## src/rtl/pit_pkg.sv

```systemverilog
// Shared encodings for the programmable interval timer channel: modes,
// channel states and the default counting-element width.
package pit_pkg;

    localparam int PIT_DEFAULT_WIDTH = 16;

    localparam logic [2:0] MODE_INT_TC   = 3'd0;
    localparam logic [2:0] MODE_ONE_SHOT = 3'd1;

    typedef enum logic [1:0] {
        IDLE     = 2'd0,
        ARMED    = 2'd1,
        COUNTING = 2'd2
    } pit_state_e;

    // Only the two implemented modes are accepted by a control write.
    function automatic logic pit_mode_valid(input logic [2:0] mode);
        return (mode == MODE_INT_TC) || (mode == MODE_ONE_SHOT);
    endfunction

endpackage

```

## src/rtl/pit_counter_channel_if.sv

```systemverilog
// Host-side bus of one timer channel: control/count writes, count clock,
// gate, latch/read-back and the channel status outputs.
interface pit_counter_channel_if;

    logic       CTRL_WR;
    logic [2:0] MODE;
    logic       WR_EN;
    logic [7:0] WR_DATA;
    logic       TICK;
    logic       GATE;
    logic       LATCH;
    logic       RD_EN;
    logic [7:0] RD_DATA;
    logic       OUT;
    logic       NULL_COUNT;

    modport master (
        output CTRL_WR, MODE, WR_EN, WR_DATA, TICK, GATE, LATCH, RD_EN,
        input  RD_DATA, OUT, NULL_COUNT
    );

    modport slave (
        input  CTRL_WR, MODE, WR_EN, WR_DATA, TICK, GATE, LATCH, RD_EN,
        output RD_DATA, OUT, NULL_COUNT
    );

endinterface

```

## src/rtl/pit_read_latch.sv

```systemverilog
// Read-back path: output latch snapshot of the counting element and the
// LSB-first byte sequencer feeding the registered read data.
module pit_read_latch
    import pit_pkg::*;
#(
    parameter int WIDTH = PIT_DEFAULT_WIDTH
) (
    input  logic             clk,
    input  logic             rst_n,
    input  logic             clr,
    input  logic             latch,
    input  logic             rd_en,
    input  logic [WIDTH-1:0] ce,
    output logic [7:0]       rd_data
);

    localparam int NBYTES = WIDTH / 8;

    logic [WIDTH-1:0] ol_r;
    logic             latched_r;
    logic [1:0]       rd_ptr_r;
    logic [7:0]       rd_data_r;
    logic [WIDTH-1:0] src_s;
    logic [7:0]       byte_s;
    logic             rd_last_s;

    // Select the byte addressed by the read pointer from latch or live count.
    always_comb begin
        src_s     = latched_r ? ol_r : ce;
        rd_last_s = (rd_ptr_r == 2'(NBYTES - 1));
        byte_s    = 8'h00;
        for (int b = 0; b < NBYTES; b++) begin
            if (rd_ptr_r == 2'(b)) begin
                byte_s = src_s[b*8 +: 8];
            end else begin
                byte_s = byte_s;
            end
        end
    end

    // Latch capture, read pointer advance and registered read data.
    always_ff @(posedge clk or negedge rst_n) begin
        if (!rst_n) begin
            ol_r      <= '0;
            latched_r <= 1'b0;
            rd_ptr_r  <= 2'd0;
            rd_data_r <= 8'h00;
        end else if (clr) begin
            latched_r <= 1'b0;
            rd_ptr_r  <= 2'd0;
        end else begin
            if (rd_en) begin
                rd_data_r <= byte_s;
                if (rd_last_s) begin
                    rd_ptr_r  <= 2'd0;
                    latched_r <= 1'b0;
                end else begin
                    rd_ptr_r <= rd_ptr_r + 2'd1;
                end
            end
            // An unread snapshot blocks further latch commands.
            if (latch && !latched_r) begin
                ol_r      <= ce;
                latched_r <= 1'b1;
            end
        end
    end

    assign rd_data = rd_data_r;

endmodule

```

## src/rtl/pit_counter_channel.sv

```systemverilog
// One timer channel: count-register write sequencer, load/decrement control
// for interrupt-on-terminal-count and retriggerable one-shot, and OUT/NULL_COUNT.
module pit_counter_channel
    import pit_pkg::*;
#(
    parameter int WIDTH = PIT_DEFAULT_WIDTH
) (
    input  logic                  CLK,
    input  logic                  RST_N,
    pit_counter_channel_if.slave  bus
);

    localparam int NBYTES = WIDTH / 8;
    localparam logic [WIDTH-1:0] CE_ONE = {{(WIDTH-1){1'b0}}, 1'b1};

    logic [2:0]       mode_r;
    pit_state_e       state_r;
    logic [WIDTH-1:0] cr_r;
    logic [WIDTH-1:0] ce_r;
    logic [1:0]       wr_ptr_r;
    logic             prog_r;
    logic             out_r;
    logic             null_count_r;
    logic             gate_d_r;
    logic             trig_r;

    logic             ctrl_s;
    logic             wr_s;
    logic             wr_last_s;
    logic             gate_rise_s;
    logic             load_s;
    logic             dec_s;
    logic [WIDTH-1:0] ce_dec_s;
    logic [7:0]       rd_data_s;

    // Qualify strobes and decide whether this tick loads or decrements.
    always_comb begin
        ctrl_s      = bus.CTRL_WR && pit_mode_valid(bus.MODE);
        wr_s        = bus.WR_EN && prog_r && !ctrl_s;
        wr_last_s   = (wr_ptr_r == 2'(NBYTES - 1));
        gate_rise_s = bus.GATE && !gate_d_r;
        ce_dec_s    = ce_r - CE_ONE;
        load_s      = 1'b0;
        dec_s       = 1'b0;
        if (bus.TICK) begin
            if (mode_r == MODE_ONE_SHOT) begin
                if (trig_r && (state_r != IDLE)) begin
                    load_s = 1'b1;
                end else if (state_r == COUNTING) begin
                    dec_s = 1'b1;
                end else begin
                    dec_s = 1'b0;
                end
            end else begin
                if (state_r == ARMED) begin
                    load_s = 1'b1;
                end else if ((state_r == COUNTING) && bus.GATE) begin
                    dec_s = 1'b1;
                end else begin
                    dec_s = 1'b0;
                end
            end
        end else begin
            load_s = 1'b0;
        end
    end

    // Channel state, count registers, trigger and output flags.
    always_ff @(posedge CLK or negedge RST_N) begin
        if (!RST_N) begin
            mode_r       <= MODE_INT_TC;
            state_r      <= IDLE;
            cr_r         <= '0;
            ce_r         <= '0;
            wr_ptr_r     <= 2'd0;
            prog_r       <= 1'b0;
            out_r        <= 1'b0;
            null_count_r <= 1'b0;
            gate_d_r     <= 1'b0;
            trig_r       <= 1'b0;
        end else if (ctrl_s) begin
            mode_r       <= bus.MODE;
            state_r      <= IDLE;
            wr_ptr_r     <= 2'd0;
            prog_r       <= 1'b1;
            out_r        <= (bus.MODE == MODE_ONE_SHOT);
            null_count_r <= 1'b0;
            gate_d_r     <= bus.GATE;
            trig_r       <= 1'b0;
        end else begin
            gate_d_r <= bus.GATE;
            if (load_s) begin
                ce_r         <= cr_r;
                state_r      <= COUNTING;
                null_count_r <= 1'b0;
                trig_r       <= 1'b0;
                if (mode_r == MODE_ONE_SHOT) begin
                    out_r <= 1'b0;
                end
            end else if (dec_s) begin
                ce_r <= ce_dec_s;
                if (ce_dec_s == '0) begin
                    out_r <= 1'b1;
                end
            end
            if ((mode_r == MODE_ONE_SHOT) && gate_rise_s && (state_r != IDLE)) begin
                trig_r <= 1'b1;
            end
            // Write handling comes last so a count write overrides a same-cycle tick.
            if (wr_s) begin
                for (int b = 0; b < NBYTES; b++) begin
                    if (wr_ptr_r == 2'(b)) begin
                        cr_r[b*8 +: 8] <= bus.WR_DATA;
                    end
                end
                if ((mode_r == MODE_INT_TC) && (wr_ptr_r == 2'd0)) begin
                    out_r   <= 1'b0;
                    state_r <= IDLE;
                end
                if (wr_last_s) begin
                    wr_ptr_r     <= 2'd0;
                    null_count_r <= 1'b1;
                    if ((mode_r == MODE_INT_TC) || (state_r == IDLE)) begin
                        state_r <= ARMED;
                    end
                end else begin
                    wr_ptr_r <= wr_ptr_r + 2'd1;
                end
            end
        end
    end

    pit_read_latch #(
        .WIDTH (WIDTH)
    ) u_read_latch (
        .clk     (CLK),
        .rst_n   (RST_N),
        .clr     (ctrl_s),
        .latch   (bus.LATCH),
        .rd_en   (bus.RD_EN),
        .ce      (ce_r),
        .rd_data (rd_data_s)
    );

    assign bus.RD_DATA    = rd_data_s;
    assign bus.OUT        = out_r;
    assign bus.NULL_COUNT = null_count_r;

endmodule

```

## src/flat_wrapper.sv

```systemverilog
// flat-port wrapper written by rule: the top's interface ports become plain ports
module pit_counter_channel_flat import pit_pkg::*;
#(
    parameter int WIDTH = PIT_DEFAULT_WIDTH
)
  (CLK, RST_N, bus_CTRL_WR, bus_MODE, bus_WR_EN, bus_WR_DATA, bus_TICK, bus_GATE, bus_LATCH, bus_RD_EN, bus_RD_DATA, bus_OUT, bus_NULL_COUNT);
  pit_counter_channel_if bus_i ();
  input  logic CLK;
  input  logic RST_N;
  input wire logic [$bits(bus_i.CTRL_WR)-1:0] bus_CTRL_WR;
  input wire logic [$bits(bus_i.MODE)-1:0] bus_MODE;
  input wire logic [$bits(bus_i.WR_EN)-1:0] bus_WR_EN;
  input wire logic [$bits(bus_i.WR_DATA)-1:0] bus_WR_DATA;
  input wire logic [$bits(bus_i.TICK)-1:0] bus_TICK;
  input wire logic [$bits(bus_i.GATE)-1:0] bus_GATE;
  input wire logic [$bits(bus_i.LATCH)-1:0] bus_LATCH;
  input wire logic [$bits(bus_i.RD_EN)-1:0] bus_RD_EN;
  output wire logic [$bits(bus_i.RD_DATA)-1:0] bus_RD_DATA;
  output wire logic [$bits(bus_i.OUT)-1:0] bus_OUT;
  output wire logic [$bits(bus_i.NULL_COUNT)-1:0] bus_NULL_COUNT;
  assign bus_i.CTRL_WR = bus_CTRL_WR;
  assign bus_i.MODE = bus_MODE;
  assign bus_i.WR_EN = bus_WR_EN;
  assign bus_i.WR_DATA = bus_WR_DATA;
  assign bus_i.TICK = bus_TICK;
  assign bus_i.GATE = bus_GATE;
  assign bus_i.LATCH = bus_LATCH;
  assign bus_i.RD_EN = bus_RD_EN;
  assign bus_RD_DATA = bus_i.RD_DATA;
  assign bus_OUT = bus_i.OUT;
  assign bus_NULL_COUNT = bus_i.NULL_COUNT;
  pit_counter_channel #(.WIDTH(WIDTH)) u_core (.CLK(CLK), .RST_N(RST_N), .bus(bus_i));
endmodule
```

## config.mk

```make
export PLATFORM = sky130hd
export DESIGN_NAME = pit_counter_channel_flat
export DESIGN_NICKNAME = d
export VERILOG_FILES = /design/src/rtl/pit_pkg.sv /design/src/rtl/pit_counter_channel_if.sv /design/src/rtl/pit_read_latch.sv /design/src/rtl/pit_counter_channel.sv /design/src/flat_wrapper.sv
export SDC_FILE = /design/constraint.sdc
export NUM_CORES = 1
export LEC_CHECK = 0
export CAP_MARGIN = 10
export CORE_UTILIZATION = 33
export DETAILED_ROUTE_END_ITERATION = 7
export PLACE_DENSITY = 0.6
export SLEW_MARGIN = 10
export SYNTH_ARGS = -nofsm -noshare
export SYNTH_HDL_FRONTEND = slang
export SYNTH_HIERARCHICAL = 1
export SYNTH_SLANG_ARGS = --single-unit
```

## constraint.sdc

```tcl
create_clock -name CLK -period 1.85 [get_ports CLK]
set_input_delay 0.37 -clock CLK [delete_from_list [all_inputs] [get_ports CLK]]
set_output_delay 0.37 -clock CLK [all_outputs]
set_load 0.01 [all_outputs]
```

# [Yosys cells after proc, flatten, opt, wreduce, memory -nomap -nowiden]
# Index checks and enable logic that the tools add are counted.
[totals] wordCells=104 inputBits=19 ff_bits=71 out_inout_bits=10
[classes] n_reduce_logical=34 eq_ne=6 muxes=45 bitwise=1 addsub=3
[ops] op="16-bit 2-to-1 mux" count=3
[ops] op="1-bit 2-to-1 mux" count=28
[ops] op="2-bit 2-to-1 mux" count=12
[ops] op="16-bit logical NOT" count=1
[ops] op="8-bit 2-to-1 mux" count=2
[ops] op="16-bit by 1-bit subtractor with 16-bit output (second input constant)" count=1
[ops] op="1-bit logical AND" count=10
[ops] op="3-bit nonzero test" count=3
[ops] op="2-bit AND reduction" count=4
[ops] op="2-bit nonzero test" count=4
[ops] op="2-bit by 1-bit == test with 1-bit output (second input constant)" count=3
[ops] op="3-bit by 1-bit == test with 1-bit output (second input constant)" count=2
[ops] op="2-bit logical NOT" count=3
[ops] op="3-bit logical NOT" count=2
[ops] op="3-bit AND reduction" count=2
[ops] op="2-bit by 1-bit adder with 2-bit output (second input constant)" count=2
[ops] op="1-bit logical NOT" count=3
[ops] op="2-bit == test (second input constant)" count=1
[ops] op="1-bit logical OR" count=2
[ops] op="1-bit inverter" count=1

# [Logic depth before layout (Yosys ltp)]
[depth] depth_word=11 ltp_mapped=8 ltp_nobuf=7

# [Hierarchy]
# Netlist, hierarchy kept.
[modules_own_cells] mod="pit_counter_channel" cells_each=246 seq_area_each_um2=1101.1 area_each_um2=2413.6 instances=1
[modules_own_cells] mod="pit_read_latch" cells_each=72 seq_area_each_um2=675.6 area_each_um2=1211.2 instances=1

# [Worst setup path after synthesis]
# OpenSTA, ideal clock, no wires.
[synth_path] path_type="register to register" from="register u_core.ce_r[6]" to="register u_core.ce_r[12]" period_less_slack_ns=1.973 setup_ns=0.121 t_arrival_ns=1.852 path_stages_with_launch=7 required_ns=1.729 slack_ns=-0.123 n_path_buf=2 cell_sequence="dfrtp_1 -> clkbuf_1 -> or4_1 -> buf_2 -> or4_1 -> o22a_1 -> o22a_1"
[synth_between] elab_chain_cells=3
[synth_rtl] item="start: declaration" line="pit_counter_channel.sv:19" text="logic [WIDTH-1:0] ce_r;"
[synth_rtl] item="start signal: assignment" line="pit_counter_channel.sv:93" text="ce_r <= cr_r;"
[synth_rtl] item="start signal: assignment" line="pit_counter_channel.sv:101" text="ce_r <= ce_dec_s;"
[synth_rtl] item="16-bit by 1-bit subtractor with 16-bit output" line="pit_counter_channel.sv:42" text="ce_dec_s = ce_r - CE_ONE;"
[synth_rtl] item="16-bit 2-to-1 mux" line="pit_counter_channel.sv:100" text="end else if (dec_s) begin"
[synth_rtl] item="16-bit 2-to-1 mux" line="pit_counter_channel.sv:92" text="if (load_s) begin"
# Every way passes these cells. The select of a mux whose other input is x is not followed.
# A chain may end at the register's enable or synchronous reset.

# [Worst setup path in the final report]
[layout_path] from="register u_core.ce_r[2]" to="register u_core.ce_r[12]"
# The elaborated chain is that of the path after synthesis.

==> metrics.md <==
| Metric | Value |
|---|---|
| Routed vias/inst | 5.34 |
| Fin Hold WS | 0.0255 ns |
| CP Cell Sequence | buf_6 > nor4_4 > nand2_2 > or4_4 > o22a_1 > o22a_1 |
| Failing checks | setup timing |
| Die Width | 107 µm |
| Pre-CTS setup slack | -0.427 ns |
| Worst path slowest cell | or4_4 |
| Vias in the first global route | 2,924 |
| Most frequent cells in the layout | dfrtp_1, buf_4, mux2_2 |
| Placed insts | 530 |
| Synth cell types | 63 |
| Delay-heaviest family, CP | simple AND/OR/NAND/NOR gates |
| Initial antenna violation count | 0 |
| Setup crit end kind | flip-flop |
| Register area share after synthesis | 0.490 |
| GR Overflow Total | 0 |
| Mean Syn Cell Area | 11.4 µm² |
| Slew margin rel. | 0.647 |
| CP max FO | 3 |
| Commonest non-fill, non-tap cell in the layout | dfrtp_1 |
| Crit-path most repeated cell | o22a_1 |
| Sw Share | 0.369 |
| Layout cells sized above 1 | 0.421 |
| Worst-Skew Late Latency | 0.36 ns |
| Post-Syn Nets | between 300 and 400 |
| DRT antenna net count | 0 |
| Syn Inst Count | 318 |
| Reg power frac | 0.353 |
| Logic pwr share | 0.490 |
| Final hold violations | 0 |
| Fmax | 513 MHz |
| Shortest period the worst path allows | 1.95 ns |
| Largest net degree at the start of global routing | 72 |
| Max Buffers Root-to-Sink | 2 |
| CTS root buffer | clkbuf_8 |
| Max Cap Viol | 0 |
| CTS tree | built |
| P_sw | 2.94 mW |
| Die area | 11,400 µm² |
| Routed wire per std cell | between 15 and 20 µm |
| Post-route setup slack | -0.0994 ns |
| Internal power | 5.01 mW |
| Final Setup Violations | 14 |
| Initial Util | 0.345 |
| Post-Syn Area | 3620 µm² |
| DRT iter0 DRCs | roughly 240 |
| EDFF count, synth | 0 |
| CP peak stage delay | slightly below 0.5 ns |
| Post-CTS Hold Buffers | 0 |
| Slew @ Worst Pin | 0.529 ns |
| Post-synth ARST share | 1.00 |
| Final #Nets | 432 |
| Max Slew Vio Count | 0 |
| Fin cells | 552 |
| Worst Setup Path Type | reg2reg |
| Core Area | 10,500 µm² |
| Clk_skew | 0.00478 ns |
| Maximum vdd drop | 680 µV |
| Synth Register Bits | 71 |
| TritonCTS Buffers | 9 |
| # rows | 37 |
| Ant. Diodes | 0 |
| DRT Pass-1 Iters | 4 |
| Via count | 2,945 |
| Design area | 5010 µm² |
| DRC | 0 |
| Min-delay worst type | in2async |
| GP Congestion | 0.920 |
| Total track usage | 0.164 |
| Die H | approximately 110 µm |
| Global-route wire length before repair | 14,400 µm |
| Clock sinks | between 70 and 80 |
| Clock power frac | 0.157 |
| Area delta synth->final | 38.2% |
| DP HPWL | 6200 µm |
| Clock H-tree levels | 3 |
| Critical path arrival | about 2.2 ns |
| Outcome | finished with violations |
| PD cells | 1590 nW/µm² |
| Number of I/O port buffers | 28 |
| WP buf/inv | 1 |
| Prevailing post-synth register cell | dfrtp_1 |
| CP required | 2.10 ns |
| Startpoint type of the worst setup path | flip-flop |
| RSZ-0062 raised after global routing | true |
| Reg clk slew, reported paths | ~0.070 ns |
| Tcrit/Tclk final | 1.05 |
| Top Ports | 29 |
| Leakage | 2.07 nW |
| WL final | 9080 µm |
| Post-DP Area | 4540 µm² |
| Yosys warns | 6 |
[layer usage]
layer / global-route usage / up-vias / share of wire
met5: 0 / - / 0
met4: 0.0607 / 0 / 0.016
met3: 0.0359 / 12 / 0.049
met2: 0.263 / 85 / 0.48
met1: 0.218 / 1476 / 0.46
li1: - / 1372 / -
[worst register-to-register path, delay by kind of cell (launching register included)]
kind	cells	cell delay, ns
buffers and inverters	1	0.13
and+or+nand+nor	3	0.93
DFF	1	0.41
AOI/OAI and AO/OA	2	0.37
[through the flow]
stage	setup TNS [ns]	power (mW)	util
finish	-0.643	7.95	0.477
global route	-1.55	8.46	0.477
CTS	-0.239	7.58	0.456
detailed placement	-12.83	6.23	0.432
global placement	-11.66	6.11	0.432
floorplan	-0.277	4.73	-
[power groups by stage]
stage	clock network, mW	logic (mW)	registers (mW)
after floorplan	0	2.05	2.68
after global placement	0	3.34	2.77
after detailed placement	0	3.43	2.80
after CTS	1.28	3.51	2.78
after global routing	1.36	4.21	2.89
final	1.25	3.89	2.81
[worst paths after layout]
path	startpoint	to	slack [ns]	depth (start not counted)
min reg2reg	u_core/u_read_latch/rd_data[7]	u_core/u_read_latch/rd_data[7]	0.50	1
max in group asynchronous	RST_N	u_core/ce_r[10]	1.52	2
max reg2reg	u_core/ce_r[2]	u_core/ce_r[12]	-0.1	6
min	RST_N	u_core/u_read_latch/latched_r	0.03	2
min in group CLK	u_core/u_read_latch/rd_data[7]	u_core/u_read_latch/rd_data[7]	0.50	1
max	u_core/ce_r[2]	u_core/ce_r[12]	-0.1	6
[registers in the layout, indices dropped and copies added (netlist names)]
register and count:
u_core/ce_r 16, u_core/cr_r 16, u_core/u_read_latch/ol_r 16, u_core/u_read_latch/rd_data 8
u_core/mode_r 3, u_core/state_r 2, u_core/u_read_latch/rd_ptr_r 2, u_core/wr_ptr_r 2
u_core/bus.NULL_COUNT 1, u_core/bus.OUT 1, u_core/gate_d_r 1, u_core/prog_r 1
u_core/trig_r 1, u_core/u_read_latch/latched_r 1
[timing repair]
action	CTS	global route
cloned	0	3
resized for setup	13	43
pin swaps	12	12
setup endpoints to repair	12	16
buffers inserted	1	3
[layout make-up]
class | count | area [µm²]
flip-flops and latches | 71 | 1780
clock buffers | 11 | 141
repair buffers | 101 | 941
multi-input cells | 222 | 1900
clock inverters | 5 | 57.6
well taps | 136 | 170
fillers | 974 | 5500
inverters | 6 | 23.8
[synthesized netlist by cell type, drive strengths merged (2+ instances only)]
cell type  instances  area, µm²
nor2b              2       12.5
buf               15       82.6
or4                3       26.3
and3               2       12.5
mux2              32        360
a22o               8       70.1
a31oi              6       37.5
nor3               7       40.0
o21ai             22        114
xnor2              2       17.5
nand3              6       30.0
nor3b              3       38.8
nand2             17       63.8
a211oi             3       35.0
mux4               8        180
nor4               7       80.1
clkbuf             4       15.0
inv                5       18.8
ha                 2       25.0
o22a               8       70.1
o21a               4       30.0
or2                3       18.8
nand4              2       12.5
dfrtp             71       1780
nand4b             2       17.5
nor2              28        105
a21oi             19       95.1
o21bai             2       15.0
nor4b              3       26.3
[kinds of logic after synthesis]
| family | Yosys count | share of synthesized area |
|---|---|---|
| DFF | 71 | 0.490 |
| muxes | 41 | 0.152 |
| adders and majority gates | 2 | 0.00690 |
| buffers and inverters | 25 | 0.0331 |
| xor gates and xnor gates | 3 | 0.00725 |
| and+or+nand+nor | 93 | 0.152 |
| AOI/OAI and AO/OA | 83 | 0.159 |
Power figures use the tool's default switching activity.
